$ cat src/rtl/ball_ctl_pkg.sv
// Shared pong definitions: game states, screen size and ball/paddle geometry
// used by the ball controller and the paddle and draw stages.
package ball_ctl_pkg;

    typedef enum logic [1:0] {
        IDLE,
        SERVE,
        PLAY,
        GOAL
    } state_e;

    localparam int H_RES     = 800;
    localparam int V_RES     = 600;
    localparam int BALL_SIZE = 16;
    localparam int PADDLE_W  = 16;
    localparam int PADDLE_H  = 96;
    localparam int L_PAD_X   = 32;
    localparam int R_PAD_X   = 752;

    // Top-left coordinate that centres the ball along an axis of length res.
    function automatic logic [11:0] centre(input int res);
        return 12'((res - BALL_SIZE) / 2);
    endfunction

endpackage

$ cat src/rtl/ball_ctl_if.sv
// Ball controller bus: frame timing, control levels and paddle positions in;
// ball position, event pulses and play status out.
interface ball_ctl_if;

    logic        vsync_in;
    logic        start;
    logic        pause;
    logic [11:0] lpad_y;
    logic [11:0] rpad_y;
    logic [11:0] xpos;
    logic [11:0] ypos;
    logic        hit;
    logic        goal_l;
    logic        goal_r;
    logic        playing;

    modport master (
        output vsync_in, start, pause, lpad_y, rpad_y,
        input  xpos, ypos, hit, goal_l, goal_r, playing
    );

    modport slave (
        input  vsync_in, start, pause, lpad_y, rpad_y,
        output xpos, ypos, hit, goal_l, goal_r, playing
    );

endinterface

$ cat src/rtl/ball_ctl_edge_detect.sv
// Rising-edge detector: rise_o is high for the cycle where d_i is 1 and was 0
// on the previous clock.
module edge_detect (
    input  logic clk_i,
    input  logic rst_ni,
    input  logic d_i,
    output logic rise_o
);

    logic prev_q;

    always_ff @(posedge clk_i or negedge rst_ni) begin
        if (!rst_ni) prev_q <= 1'b0;
        else         prev_q <= d_i;
    end

    assign rise_o = d_i & ~prev_q;

endmodule

$ cat src/rtl/ball_ctl.sv
// Pong ball controller: moves the ball once per frame tick, bounces it off walls
// and paddles, and reports hits and goals as one-cycle pulses.
module ball_ctl
    import ball_ctl_pkg::*;
#(
    parameter int SPEED_X      = 4,
    parameter int SPEED_Y      = 2,
    parameter int SERVE_FRAMES = 60
) (
    input  logic      pclk,
    input  logic      rst,
    ball_ctl_if.slave bus
);

    localparam int CW = $clog2(SERVE_FRAMES + 1);

    localparam logic [11:0]        CX   = centre(H_RES);
    localparam logic [11:0]        CY   = centre(V_RES);
    localparam logic signed [12:0] FL   = 13'(L_PAD_X + PADDLE_W);
    localparam logic signed [12:0] FR   = 13'(R_PAD_X - BALL_SIZE);
    localparam logic signed [12:0] XMAX = 13'(H_RES - BALL_SIZE);
    localparam logic signed [12:0] YMAX = 13'(V_RES - BALL_SIZE);
    localparam logic signed [12:0] SX   = 13'(SPEED_X);
    localparam logic signed [12:0] SY   = 13'(SPEED_Y);
    localparam logic [12:0]        BS_U = 13'(BALL_SIZE);
    localparam logic [12:0]        PH_U = 13'(PADDLE_H);
    localparam logic [CW-1:0]      LAST = CW'(SERVE_FRAMES - 1);

    state_e        state_q, state_d;
    logic [11:0]   x_q, x_d, y_q, y_d;
    logic          right_q, right_d;
    logic          down_q, down_d;
    logic [CW-1:0] cnt_q, cnt_d;
    logic          hit_q, hit_d, goal_l_q, goal_l_d, goal_r_q, goal_r_d;

    logic               vs_rise, tick;
    logic signed [12:0] xs, ys, xn, yn;
    logic [12:0]        yu, lpu, rpu;
    logic               l_ovl, r_ovl;

    edge_detect u_vs_edge (
        .clk_i  (pclk),
        .rst_ni (rst),
        .d_i    (bus.vsync_in),
        .rise_o (vs_rise)
    );

    assign tick = vs_rise & ~bus.pause;

    assign xs = $signed({1'b0, x_q});
    assign ys = $signed({1'b0, y_q});
    assign xn = right_q ? xs + SX : xs - SX;
    assign yn = down_q  ? ys + SY : ys - SY;

    // Overlap is judged unsigned and one bit wider so pad_y+PADDLE_H cannot wrap.
    assign yu    = {1'b0, y_q};
    assign lpu   = {1'b0, bus.lpad_y};
    assign rpu   = {1'b0, bus.rpad_y};
    assign l_ovl = (yu + BS_U > lpu) && (yu < lpu + PH_U);
    assign r_ovl = (yu + BS_U > rpu) && (yu < rpu + PH_U);

    always_comb begin
        state_d  = state_q;
        x_d      = x_q;
        y_d      = y_q;
        right_d  = right_q;
        down_d   = down_q;
        cnt_d    = cnt_q;
        hit_d    = 1'b0;
        goal_l_d = 1'b0;
        goal_r_d = 1'b0;

        unique case (state_q)
            IDLE: begin
                x_d = CX;
                y_d = CY;
                if (bus.start) begin
                    state_d = SERVE;
                    cnt_d   = '0;
                end
            end
            SERVE: begin
                x_d = CX;
                y_d = CY;
                if (tick) begin
                    if (cnt_q == LAST) state_d = PLAY;
                    cnt_d = cnt_q + CW'(1);
                end
            end
            PLAY: begin
                if (tick) begin
                    if (down_q) begin
                        if (yn >= YMAX) begin
                            y_d    = YMAX[11:0];
                            down_d = 1'b0;
                        end else begin
                            y_d = yn[11:0];
                        end
                    end else begin
                        if (yn <= 13'sd0) begin
                            y_d    = '0;
                            down_d = 1'b1;
                        end else begin
                            y_d = yn[11:0];
                        end
                    end

                    if (!right_q) begin
                        if (xn <= FL && xs >= FL && l_ovl) begin
                            x_d     = FL[11:0];
                            right_d = 1'b1;
                            hit_d   = 1'b1;
                        end else if (xn <= 13'sd0) begin
                            goal_r_d = 1'b1;
                            state_d  = GOAL;
                        end else begin
                            x_d = xn[11:0];
                        end
                    end else begin
                        if (xn >= FR && xs <= FR && r_ovl) begin
                            x_d     = FR[11:0];
                            right_d = 1'b0;
                            hit_d   = 1'b1;
                        end else if (xn >= XMAX) begin
                            goal_l_d = 1'b1;
                            state_d  = GOAL;
                        end else begin
                            x_d = xn[11:0];
                        end
                    end
                end
            end
            GOAL: begin
                // The goal pulse is still high here and tells us who conceded.
                x_d     = CX;
                y_d     = CY;
                right_d = ~goal_r_q;
                state_d = SERVE;
                cnt_d   = '0;
            end
            default: state_d = IDLE;
        endcase
    end

    always_ff @(posedge pclk or negedge rst) begin
        if (!rst) begin
            state_q  <= IDLE;
            x_q      <= CX;
            y_q      <= CY;
            right_q  <= 1'b1;
            down_q   <= 1'b1;
            cnt_q    <= '0;
            hit_q    <= 1'b0;
            goal_l_q <= 1'b0;
            goal_r_q <= 1'b0;
        end else begin
            state_q  <= state_d;
            x_q      <= x_d;
            y_q      <= y_d;
            right_q  <= right_d;
            down_q   <= down_d;
            cnt_q    <= cnt_d;
            hit_q    <= hit_d;
            goal_l_q <= goal_l_d;
            goal_r_q <= goal_r_d;
        end
    end

    assign bus.xpos    = x_q;
    assign bus.ypos    = y_q;
    assign bus.hit     = hit_q;
    assign bus.goal_l  = goal_l_q;
    assign bus.goal_r  = goal_r_q;
    assign bus.playing = (state_q == SERVE) || (state_q == PLAY);

endmodule

$ cat src/flat_wrapper.sv
// flat-port wrapper written by rule: the top's interface ports become plain ports
module ball_ctl_flat import ball_ctl_pkg::*;
#(
    parameter int SPEED_X      = 4,
    parameter int SPEED_Y      = 2,
    parameter int SERVE_FRAMES = 60
)
  (pclk, rst, bus_vsync_in, bus_start, bus_pause, bus_lpad_y, bus_rpad_y, bus_xpos, bus_ypos, bus_hit, bus_goal_l, bus_goal_r, bus_playing);
  ball_ctl_if bus_i ();
  input  logic pclk;
  input  logic rst;
  input wire logic [$bits(bus_i.vsync_in)-1:0] bus_vsync_in;
  input wire logic [$bits(bus_i.start)-1:0] bus_start;
  input wire logic [$bits(bus_i.pause)-1:0] bus_pause;
  input wire logic [$bits(bus_i.lpad_y)-1:0] bus_lpad_y;
  input wire logic [$bits(bus_i.rpad_y)-1:0] bus_rpad_y;
  output wire logic [$bits(bus_i.xpos)-1:0] bus_xpos;
  output wire logic [$bits(bus_i.ypos)-1:0] bus_ypos;
  output wire logic [$bits(bus_i.hit)-1:0] bus_hit;
  output wire logic [$bits(bus_i.goal_l)-1:0] bus_goal_l;
  output wire logic [$bits(bus_i.goal_r)-1:0] bus_goal_r;
  output wire logic [$bits(bus_i.playing)-1:0] bus_playing;
  assign bus_i.vsync_in = bus_vsync_in;
  assign bus_i.start = bus_start;
  assign bus_i.pause = bus_pause;
  assign bus_i.lpad_y = bus_lpad_y;
  assign bus_i.rpad_y = bus_rpad_y;
  assign bus_xpos = bus_i.xpos;
  assign bus_ypos = bus_i.ypos;
  assign bus_hit = bus_i.hit;
  assign bus_goal_l = bus_i.goal_l;
  assign bus_goal_r = bus_i.goal_r;
  assign bus_playing = bus_i.playing;
  ball_ctl #(.SPEED_X(SPEED_X), .SPEED_Y(SPEED_Y), .SERVE_FRAMES(SERVE_FRAMES)) u_core (.pclk(pclk), .rst(rst), .bus(bus_i));
endmodule
$ cat config.mk
export PLATFORM = sky130hd
export DESIGN_NAME = ball_ctl_flat
export DESIGN_NICKNAME = d
export VERILOG_FILES = /design/src/rtl/ball_ctl_pkg.sv /design/src/rtl/ball_ctl_if.sv /design/src/rtl/ball_ctl_edge_detect.sv /design/src/rtl/ball_ctl.sv /design/src/flat_wrapper.sv
export SDC_FILE = /design/constraint.sdc
export NUM_CORES = 1
export LEC_CHECK = 0
export CORE_UTILIZATION = 62
export DETAILED_ROUTE_END_ITERATION = 6
export GPL_ROUTABILITY_DRIVEN = 0
export PLACE_DENSITY = 0.85
export SLEW_MARGIN = 20
export SYNTH_ARGS = -nofsm -noshare
export SYNTH_HDL_FRONTEND = slang
export SYNTH_SLANG_ARGS = --single-unit
$ cat constraint.sdc
create_clock -name pclk -period 10.4 [get_ports pclk]
set_input_delay 2.08 -clock pclk [delete_from_list [all_inputs] [get_ports pclk]]
set_output_delay 2.08 -clock pclk [all_outputs]
set_load 0.02 [all_outputs]
# == Word level (Yosys, flattened, before mapping) ==
# Index checks and enable logic that the tools add are counted.
# totals
regBits,38
input_bits,29
out_inout_bits,28
elab_cells,114
# classes
add_sub_neg,8
n_lt_le_gt_ge,12
n_eq_ne,14
mux,49
bitwise,5
n_reduce_logical,16
# op_table
cell,count
12-bit 2-to-1 mux,10
12-bit one-hot mux with 2 select lines,2
13-bit by 11-bit greater-or-equal comparator with 1-bit output (second input constant),3
12-bit by 7-bit adder with 13-bit output (second input constant),2
13-bit by 12-bit greater-than comparator with 1-bit output,2
13-bit by 1-bit <= comparator with 1-bit output (second input constant),2
12-bit by 13-bit less-than comparator with 1-bit output,2
13-bit 2-to-1 mux,2
1-bit 2-to-1 mux,21
2-bit 2-to-1 mux,9
6-bit one-hot mux with 3 select lines,1
12-bit by 2-bit adder with 13-bit output (second input constant),1
12-bit by 3-bit adder with 13-bit output (second input constant),1
12-bit by 5-bit adder with 13-bit output (second input constant),1
13-bit by 7-bit <= comparator with 1-bit output (second input constant),1
12-bit by 2-bit subtractor with 13-bit output (second input constant),1
12-bit by 3-bit subtractor with 13-bit output (second input constant),1
12-bit by 6-bit greater-or-equal comparator with 1-bit output (second input constant),1
12-bit by 10-bit <= comparator with 1-bit output (second input constant),1
6-bit 2-to-1 mux,2
2-bit one-hot mux with 4 select lines,1
8-bit AND reduction,1
6-bit by 1-bit adder with 6-bit output (second input constant),1
6-bit == test (second input constant),1
20 further kinds,34

# == Logic depth before layout (Yosys ltp) ==
# Gate-level depths: netlist (run 1).
# depth
ltp_word,9
ltp_mapped,16
mapped_depth_nobuf,15

# == Cells and area by module ==
# A second synthesis (run 1) with hierarchy kept.
# unflattened
cells_unflattened,525
area_unflattened_um2,4352.9
# by_module_without_submodules
module,n_inst,cells_per_inst,area_per_inst_um2,seq_area_each_um2
ball_ctl,1,523,4314.1,860.8
edge_detect,1,2,38.8,25.0

# == Worst setup path before layout (run 1) ==
# No wires, ideal clock.
# synth_timing
kind,input to register
from,input port bus_rpad_y[5]
to,register u_core.x_q[2] (netlist: u_core.bus.xpos[2])
setup_time_ns,0.118
t_arrival_ns,4.900
required_time_ns,10.282
path_slack_ns,5.382
path_stages,16
path_buffers,1
cell_sequence,inv_1 -> ha_1 -> nor3_1 -> nand3_1 -> xnor2_1 -> ha_1 -> a2111o_1 -> a211o_1 -> a21oi_1 -> a211o_1 -> nand4_1 -> or3_1 -> and2_0 -> clkbuf_1 -> and4_1 -> a21o_1
# synth_between
elab_chain_len,8
elab_cells_between_ends,11
classes_between,add/sub (1); order compare (2); eq/ne (1); mux (4); reduce/logical (3)
# synth_lines
item,line_no,rtl
from (decl),flat_wrapper.sv:16,input wire logic [$bits(bus_i.rpad_y)-1:0] bus_rpad_y;
12-bit by 7-bit adder with 13-bit output,ball_ctl.sv:60,assign r_ovl = (yu + BS_U > rpu) && (yu < rpu + PH_U);
12-bit by 13-bit less-than comparator with 1-bit output,ball_ctl.sv:60,
1-bit logical AND (*),ball_ctl.sv:60,
1-bit logical AND (*),ball_ctl.sv:120,if (xn >= FR && xs <= FR && r_ovl) begin
12-bit 2-to-1 mux,ball_ctl.sv:120,
12-bit 2-to-1 mux,ball_ctl.sv:108,if (!right_q) begin
12-bit 2-to-1 mux,ball_ctl.sv:91,if (tick) begin
12-bit one-hot mux with 2 select lines,ball_ctl.sv:73,unique case (state_q)
to (signal assigned),ball_ctl.sv:148,x_q <= CX;
to (signal assigned),ball_ctl.sv:158,x_q <= x_d;
to (decl),ball_ctl.sv:30,"logic [11:0] x_q, x_d, y_q, y_d;"
# Mark *: on every way between the ends. The rest lies on a longest branch, timed or not. The select of a mux whose other input is x is not followed.
# A chain may end at the register's enable or synchronous reset.

# == Final worst setup path (run 1) ==
# layout_timing
from,input port bus_rpad_y[5]
to,register u_core.x_q[4] (netlist: u_core.bus.xpos[4])
# Same word-level chain as after synthesis.

==> flow_summary.yaml, run 1 <==
cells_and_area:
  area_delta_synth_final_pct: 15.5
  fin_nets: 657
  multi_input_area_um2: 3230
  fillers: 507
  register_area_um2: 886
  fin_area_um2: 5030
  num_antenna_cells: 0
  drive_above_1_share_pct: 7.14
  final_cells: 656
timing:
  rsz0062_at_grt: "false"
  slew_violations: 0
  tightest_slew_ps: 776
  setup_viol_count_final: 0
  fin_worst_skew_ps: 7.59
  fin_setup_tns_ps: 0
  fmax_mhz: 178
  hold_slack_ps: 490
  min_period_ps: 5620
  fin_crit_sh_pct: 54.1
  hold_viol_final: 0
  slew_headroom_pct: 48.1
worst_setup_path:
  cp-start-kind: "input port"
  critical_path.top_delay_family: "compound AO/OA/AOI/OAI gates"
  endpoint_kind: "flip-flop"
  worstPathRequired_ps: 10570
  arrival_ps: 5800
  crit_chain: "clkdlybuf4s50_1 > inv_1 > ha_1 > nor3_1 > nand3_1 > xnor2_1 > ha_1 > a2111o_1 > a211o_1 > a21oi_1 > a211o_1 > nand4_1 > o21ai_1 > a2bb2oi_2 > a21boi_4 > mux2_4"
  critPathSlowestCell: "clkdlybuf4s50_1"
  path_depth: 16
  cp_num_buf_inv: 2
  cp-startpoint: "bus_rpad_y[5]"
  crit_type: "in -> reg"
  ff2ff_path_depth: 13
  path_max_fanout: 10
  rrSetupSlack_ps: 6330
  r2r-end: "u_core.bus.xpos[4]"
  max_stage_delay_ps: 540
  r2r_start: "u_core.bus.ypos[5]"
  endpoint: "u_core.bus.xpos[4]"
floorplan:
  floorplan.initialDensity_pct: 64.1
  num_rows: 30
  io_pins: 57
  dieWidth_um: 85.8
  fp.dieH_um: 85.8
  core_area_um2: 6790
  dieArea_um2: 7370
yosys:
  synth_top_area_cell: "ha_1"
  ys_warn_count: 0
  synth_edf_count: 0
  synthesis.area_um2: 4360
  ys_ff_latch: 35
  yosys-top-cells-count: "ha_1 (67), inv_1 (42), nand2_1 (41)"
  postSynth.asyncResetShare_pct: 100
  synth_cells: 509
  syn_area_per_cell_um2: 8.56
  ys_types: 86
  synth.most_common_cell: "ha_1"
  synth_top_area_share_pct: 19.2
  ys.flop_type: "dfrtp_1"
  synth-seq-area-share_pct: 20.3
  synthTopCellsByArea: "ha_1 (19%), dfrtp_1 (16%), dfstp_2 (4.8%)"
route:
  vias: 4224
  drtPass1Iterations: 5
  via_per_inst: 6.44
  wl_per_cell_um: 17.1
  drc: 0
  routed_wl_um: 11200
  first_iter_violations: 203
  ant_nets: 0
clock_network:
  path_clk_slew_ps: 60
  clkSinkCount: 35
  clk_latency_ps: 290
  ctsHoldBuffers: 0
  cts-resized-gates: 0
  ctsRootBufferMaster: "clkbuf_8"
  cts_tree: "yes"
  clock_path_buffers: 2
  cts_buffers: 5
  ctsHtreeMaxLevel: 2
  cts_setup_buffers: 0
global_routing:
  grt_overflow_total: 0
  antenna_found_initial: 0
  grt_pass1_vias: 3984
  grt_pass1_wl_um: 18500
  grt_max_degree: 36
  grtUsageTotal_pct: 31.5
placed_design:
  place_inst: 648
  hpwl_um: 8720
  placed_cell_area_um2: 4930
  portBuffers: 53
power_and_ir_drop:
  power_leakage_nw: 2.27
  powerDensity_nw_per_um2: 178
  ir_worst_vdd_v: 0.000193
run_status:
  run_status: "complete, no violations"
hold_path:
  holdPathStages: 1
  hp-class: "reg -> reg"
job:
  maxCapViolations: 0
-- layout make-up --
type                       count  share of cell area, %
sequential                    35                   17.6
clock buffer                   7                   1.52
tap                           96                   2.39
inverter                      42                   3.13
timing repair buffer          54                   10.7
multi-input combinational    421                   64.1
clock inverter                 1                  0.597
-- logic make-up after synthesis --
| kind of cell | count (synthesis) | synth area share, % |
|---|---|---|
| flip-flops | 35 | 20.3 |
| AO/OA/AOI/OAI | 159 | 27.5 |
| other | 1 | 0.0861 |
| AND/OR/NAND/NOR | 159 | 19.5 |
| multiplexers | 4 | 1.15 |
| buffers and inverters | 55 | 5.80 |
| adder cells (fa/ha/maj) | 69 | 20.2 |
| XOR/XNOR | 27 | 5.43 |
-- worst reg2reg max path: cells and delay by family, from the launching register on --
kind	cells	cell delay, ps
AO/OA/AOI/OAI	6	1540
XOR/XNOR	1	330
adder cells (fa/ha/maj)	2	570
flip-flops	1	660
multiplexers	1	330
AND/OR/NAND/NOR	3	520
-- worst min path at each step --
| stage | startpoint | endpoint | slack, ps |
|---|---|---|---|
| after CTS | u_core.cnt_q[4] | u_core.cnt_q[4] | 490 |
| final | u_core.cnt_q[4] | u_core.cnt_q[4] | 490 |
| after floorplan | u_core.cnt_q[4] | u_core.cnt_q[4] | 450 |
| after global placement | u_core.cnt_q[4] | u_core.cnt_q[4] | 470 |
| after global routing | u_core.cnt_q[4] | u_core.cnt_q[4] | 530 |
| after detailed placement | u_core.cnt_q[4] | u_core.cnt_q[4] | 480 |
-- placed cells by master (no fill, tap or decap), types with 3 or more instances in the layout --
master	count
xnor2_1	16
nand2_1	41
a21o_1	12
a21oi_1	26
a211oi_1	8
nand2b_1	8
nor2_1	26
clkdlybuf4s50_1	53
o31ai_1	5
nor4_1	4
a22oi_1	3
and2_1	5
dfrtp_1	27
clkbuf_8	5
nand3_1	13
o21a_1	7
or3_1	5
nor2b_1	6
nand4_1	15
xor2_1	11
o211ai_1	8
and3_1	3
a32oi_1	4
inv_1	42
dfstp_2	8
a32o_1	4
a2111oi_0	6
nor3_1	10
o21ai_0	30
ha_1	67
o2111ai_1	3
o21bai_1	3
a211o_1	8
conb_1	3
-- power by group --
group | switching (mW) | internal (mW) | leakage [nW] | total (mW)
clock network | 0.0482 | 0.0717 | 0.0524 | 0.120
registers | 0.0270 | 0.160 | 0.448 | 0.187
logic | 0.342 | 0.250 | 1.77 | 0.591
total | 0.417 | 0.481 | 2.27 | 0.898
-- registers in the layout (all words and copies together), names as in the netlist, 2 cells and up --
name,count
u_core.cnt_q,6
u_core.bus.ypos,11
u_core.state_q,2
u_core.bus.xpos,10
-- routing by layer --
layer | share of wire [%] | vias up | global-route usage, %
li1 | - | 2008 | -
met1 | 44 | 1986 | 41.2
met2 | 46 | 190 | 52.2
met3 | 6.5 | 40 | 3.56
met4 | 3.6 | 0 | 14.8
met5 | 0 | - | 0
-- metrics by stage --
step / power, mW / setup slack (ps) / utilization, %
2_1_floorplan: 0.644 / 5380 / -
3_3_place_gp: 0.745 / 4620 / 72.5
3_5_place_dp: 0.764 / 4530 / 72.5
4_1_cts: 0.888 / 4810 / 74.1
5_1_grt: 0.963 / 4550 / 74.1
6_report: 0.898 / 4780 / 74.1
Note: power is estimated with default switching activity, not from simulation.
==> run 2, diff against run 1 <==
CORE_UTILIZATION = 57   (was 62)
PLACE_DENSITY = 0.79   (was 0.85)
clock period = 5.47 ns   (was 10.4 ns; I/O delays follow)
==> run 2 against run 1 <==
Against the previous run:
- die area rose by 8.6%
- design area fell by 0.42%
- wire length rose by 2.4%
- clock skew barely moved
- sequential share of layout area rose by 0.075 points
- cell count rose by 0.46%
- worst setup slack got worse by 4000 ps
- first-iteration DRC count fell by 14%
- combinational power rose by 95%
- hold slack improved by 3.7 ps
- power rose by 87%
==> flow_summary.yaml, run 2 (same netlist as run 1, synthesis figures left out) <==
worst_setup_path:
  path_max_fanout: 7
  r2r-end: "u_core.bus.xpos[4]"
  cp-start-kind: "input port"
  arrival_ps: 4840
  endpoint_kind: "flip-flop"
  crit_type: "in -> reg"
  crit_chain: "clkdlybuf4s50_1 > inv_1 > ha_1 > nor3_1 > nand3_1 > xnor2_1 > ha_1 > a2111o_1 > a211o_1 > a21oi_1 > a211o_1 > nand4_1 > or3_1 > and2_0 > and4_1 > a21o_1"
  r2r_start: "u_core.bus.ypos[5]"
  ff2ff_path_depth: 14
  rrSetupSlack_ps: 1450
  worstPathRequired_ps: 5650
  max_stage_delay_ps: 520
  critPathSlowestCell: "clkdlybuf4s50_1"
power_and_ir_drop:
  powerDensity_nw_per_um2: 335
  power_leakage_nw: 2.26
  ir_worst_vdd_v: 0.000251
cells_and_area:
  num_antenna_cells: 0
  fin_area_um2: 5010
  final_cells: 659
  drive_above_1_share_pct: 7.14
  layout_commonest_cell: "ha_1"
  fin_nets: 657
  largest_reg_flops: 11
  fin_util_pct: 68.4
  area_delta_synth_final_pct: 15.0
  final_cell_mix: "ha_1 (67), clkdlybuf4s50_1 (53), inv_1 (42), nand2_1 (41), o21ai_0 (30)"
route:
  drc: 0
  ant_nets: 0
  routed_wl_um: 11500
  first_iter_violations: 175
  via_per_inst: 6.34
  vias: 4178
  drtPass1Iterations: 5
  wl_per_cell_um: 17.4
placed_design:
  place_inst: 651
  portBuffers: 53
  placed_cell_area_um2: 4930
  hpwl_um: 8940
  post-place-ws_ps: 578
global_routing:
  grtUsageTotal_pct: 29.8
  grt_pass1_vias: 3999
  antenna_found_initial: 0
  grt_overflow_total: 0
  grt_max_degree: 36
  grt_pass1_wl_um: 18400
timing:
  layout_setup_ws_ps: 808
  min_period_ps: 4660
  tightest_slew_ps: 809
  slew_headroom_pct: 45.8
  rsz0062_at_grt: "false"
  hold_viol_final: 0
  fin_setup_tns_ps: 0
  fin_worst_skew_ps: 7.36
  fmax_mhz: 215
  slew_violations: 0
  fin_crit_sh_pct: 85.2
  setup_viol_count_final: 0
hold_path:
  holdPathEnd: "u_core.cnt_q[4]"
  hp-class: "reg -> reg"
  min-delay-start: "u_core.cnt_q[4]"
  holdPathStages: 1
clock_network:
  ctsRootBufferMaster: "clkbuf_8"
  ctsHoldBuffers: 0
  clkSinkCount: 35
  clk_latency_ps: 280
  cts_tree: "yes"
  clock_path_buffers: 2
  path_clk_slew_ps: 70
  cts-resized-gates: 0
  cts_setup_buffers: 0
  ctsHtreeMaxLevel: 2
  cts_buffers: 5
floorplan:
  dieWidth_um: 89.4
  num_rows: 31
  io_pins: 57
  fp.dieH_um: 89.4
  floorplan.initialDensity_pct: 59.4
  dieArea_um2: 8000
  core_area_um2: 7330
job:
  maxCapViolations: 0
run_status:
  run_status: "complete, no violations"
[run 2: cell count changes in the layout (fill, tap and decap cells not counted), sizes merged]
cell    previous run  this run
clkinv             0         1
bufinv             1         0
[run 2: how the worst max path moves through the flow]
stage,startpoint,end,slack [ps]
4_1_cts,bus_rpad_y[5],u_core.bus.xpos[2],850
6_report,bus_rpad_y[5],u_core.bus.xpos[2],810
2_1_floorplan,bus_rpad_y[5],u_core.bus.xpos[2],1440
5_1_grt,bus_rpad_y[5],u_core.bus.xpos[2],520
3_5_place_dp,bus_rpad_y[5],u_core.bus.xpos[2],580
3_3_place_gp,bus_rpad_y[5],u_core.bus.xpos[2],720
[run 2: metrics by stage]
step	hold slack [ps]	total power, mW
floorplan	452	1.22
finish	493	1.68
global route	511	1.80
CTS	487	1.67
detailed placement	479	1.48
global placement	475	1.44
[run 2: final cells by class]
class                           instances  area [um2]
Clock buffer                            7        76.3
Clock inverter                          1        5.00
Fill cell                             626        2320
Inverter                               42         158
Multi-Input combinational cell        421        3230
Sequential cell                        35         886
Tap cell                               99         124
Timing Repair Buffer                   54         538
[run 2: power by group]
part           total [mW]  internal [mW]  switching, mW  leakage (nW)
clock               0.177         0.0893         0.0882        0.0422
sequential          0.354          0.304         0.0501         0.448
combinational        1.15          0.475          0.673          1.77
total                1.68          0.869          0.812          2.26
[run 2: routing by layer]
layer  part of all wire [%]  GRT usage (%)
met4                    1.7           7.22
met2                     47           50.9
met3                    5.0           3.79
met1                     46           40.0
met5                      0              0
[run 2: worst max-delay path: cells and delay by family]
family	cells	cell delay [ps]
buf+inv	2	600
xor+xnor	1	140
compound gates	5	1090
fa+ha+maj	2	410
simple gates	6	1490
==> run 3, diff against run 2 <==
==> constraint.sdc (replaced) <==
create_clock -name pclk -period 5.47 [get_ports pclk]
set_input_delay 0.8205 -clock pclk [delete_from_list [all_inputs] [get_ports pclk]]
set_output_delay 0.8205 -clock pclk [all_outputs]
set_load 0.02 [all_outputs]
==> run 3 against run 2 <==
Against the previous run:
- sequential share of layout area unchanged
- core utilization is the same
- first-iteration DRC count increased by 24%
- largest cell class unchanged
- sequential power hardly changed
- die area stayed put
- worst setup slack better by 230 ps
- design area is the same
==> flow_summary.yaml, run 3 (same netlist as run 1, synthesis figures left out) <==
worst_setup_path:
  cp-start-kind: "input port"
  crit_type: "in -> reg"
  cp_num_buf_inv: 2
  worstPathRequired_ps: 5650
  cp-startpoint: "bus_rpad_y[5]"
  max_stage_delay_ps: 520
  critPathSlowestCell: "clkdlybuf4s50_1"
  crit_chain: "clkdlybuf4s50_1 > inv_1 > ha_1 > nor3_1 > nand3_1 > xnor2_1 > ha_1 > a2111o_1 > a211o_1 > a21oi_1 > a211o_1 > nand4_1 > or3_1 > and2_0 > and4_1 > a21o_1"
  r2r_start: "u_core.bus.ypos[5]"
  endpoint_kind: "flip-flop"
  arrival_ps: 4620
  path_max_fanout: 7
  critical_path.top_delay_family: "simple AND/OR/NAND/NOR gates"
clock_network:
  clk_latency_ps: 290
  cts_buffers: 5
  ctsHoldBuffers: 0
  cts_setup_buffers: 0
  clock_path_buffers: 2
  cts_tree: "yes"
  clkSinkCount: 35
  ctsHtreeMaxLevel: 2
  cts-resized-gates: 0
  ctsRootBufferMaster: "clkbuf_8"
  path_clk_slew_ps: 80
timing:
  layout_setup_ws_ps: 1040
  fin_setup_tns_ps: 0
  setup_viol_count_final: 0
  tightest_slew_ps: 825
  hold_viol_final: 0
  min_period_ps: 4430
  fmax_mhz: 226
  rsz0062_at_grt: "false"
  slew_violations: 0
  slew_headroom_pct: 44.8
  fin_crit_sh_pct: 81.0
  fin_worst_skew_ps: 9.28
cells_and_area:
  largest_reg_flops: 11
  num_antenna_cells: 0
  area_delta_synth_final_pct: 15.0
  final_cells: 659
  layout_commonest_cell: "ha_1"
  fillers: 642
  fin_nets: 657
  final_cell_mix: "ha_1 (67), clkdlybuf4s50_1 (53), inv_1 (42), nand2_1 (41), o21ai_0 (30)"
  fin_util_pct: 68.4
  drive_above_1_share_pct: 7.14
power_and_ir_drop:
  powerDensity_nw_per_um2: 338
  pwr-share-seq_pct: 21.0
  finalPower_mw: 1.69
  netSwitchingFraction_pct: 48.6
  power_leakage_nw: 2.26
  intPower_mw: 0.869
  pwr-share-clk_pct: 10.8
  ir_worst_vdd_v: 0.000240
  p_switching_mw: 0.823
  p_comb_share_pct: 68.2
global_routing:
  grt_pass1_wl_um: 18700
  grt_overflow_total: 0
  grt_pass1_vias: 4027
  antenna_found_initial: 0
  grtUsageTotal_pct: 30.0
  grt_max_degree: 36
route:
  vias: 4283
  routed_wl_um: 11700
  drc: 0
  first_iter_violations: 217
  via_per_inst: 6.50
  drtPass1Iterations: 5
  ant_nets: 0
  wl_per_cell_um: 17.8
hold_path:
  hp-class: "reg -> reg"
  min-delay-start: "u_core.cnt_q[4]"
floorplan:
  num_rows: 31
  fp.dieH_um: 89.4
  dieArea_um2: 8000
  floorplan.initialDensity_pct: 59.4
  dieWidth_um: 89.4
  io_pins: 57
  core_area_um2: 7330
placed_design:
  portBuffers: 53
  post-place-ws_ps: 866
  hpwl_um: 8940
  place_inst: 651
run_status:
  run_status: "complete, no violations"
job:
  maxCapViolations: 0
## run 3: worst paths after layout
path                                      endpoint  slack (ps)  cells after the start
worst max register to register  u_core.bus.xpos[4]        1380                     14
worst min register to register     u_core.cnt_q[4]         500                      1
worst min-delay path               u_core.cnt_q[4]         500                      1
min in group asynchronous        u_core.state_q[1]         940                      2
max in group asynchronous           u_core.right_q        4190                      2
worst max-delay path            u_core.bus.xpos[2]        1040                     16
## run 3: area by class of cell
class / count / area (um2) / area share (%)
tap: 99 / 124 / 2.47
clock buffer: 7 / 76.3 / 1.52
clock inverter: 1 / 5.00 / 0.0999
multi-input combinational: 421 / 3230 / 64.4
inverter: 42 / 158 / 3.15
sequential: 35 / 886 / 17.7
timing repair buffer: 54 / 538 / 10.7
## run 3: through the flow
stage                     instance area (um2)  hold WS, ps
after global placement                   4930          475
after detailed placement                 4930          484
final                                    5010          495
after CTS                                5010          494
after global routing                     5010          525
after floorplan                          4360          452
## run 3: power by group through the flow
stage,clock [mW],combinational (mW),sequential [mW]
floorplan,0,0.870,0.354
global placement,0,1.08,0.356
detailed placement,0,1.13,0.358
CTS,0.185,1.13,0.354
global route,0.193,1.25,0.360
finish,0.182,1.15,0.356
## run 3: routing by layer
| metal | global-route usage, % | routed length [um] |
|---|---|---|
| met5 | 0 | 0 |
| met4 | 8.51 | 288 |
| met3 | 4.52 | 814 |
| met2 | 51.9 | 5410 |
| met1 | 38.9 | 5200 |
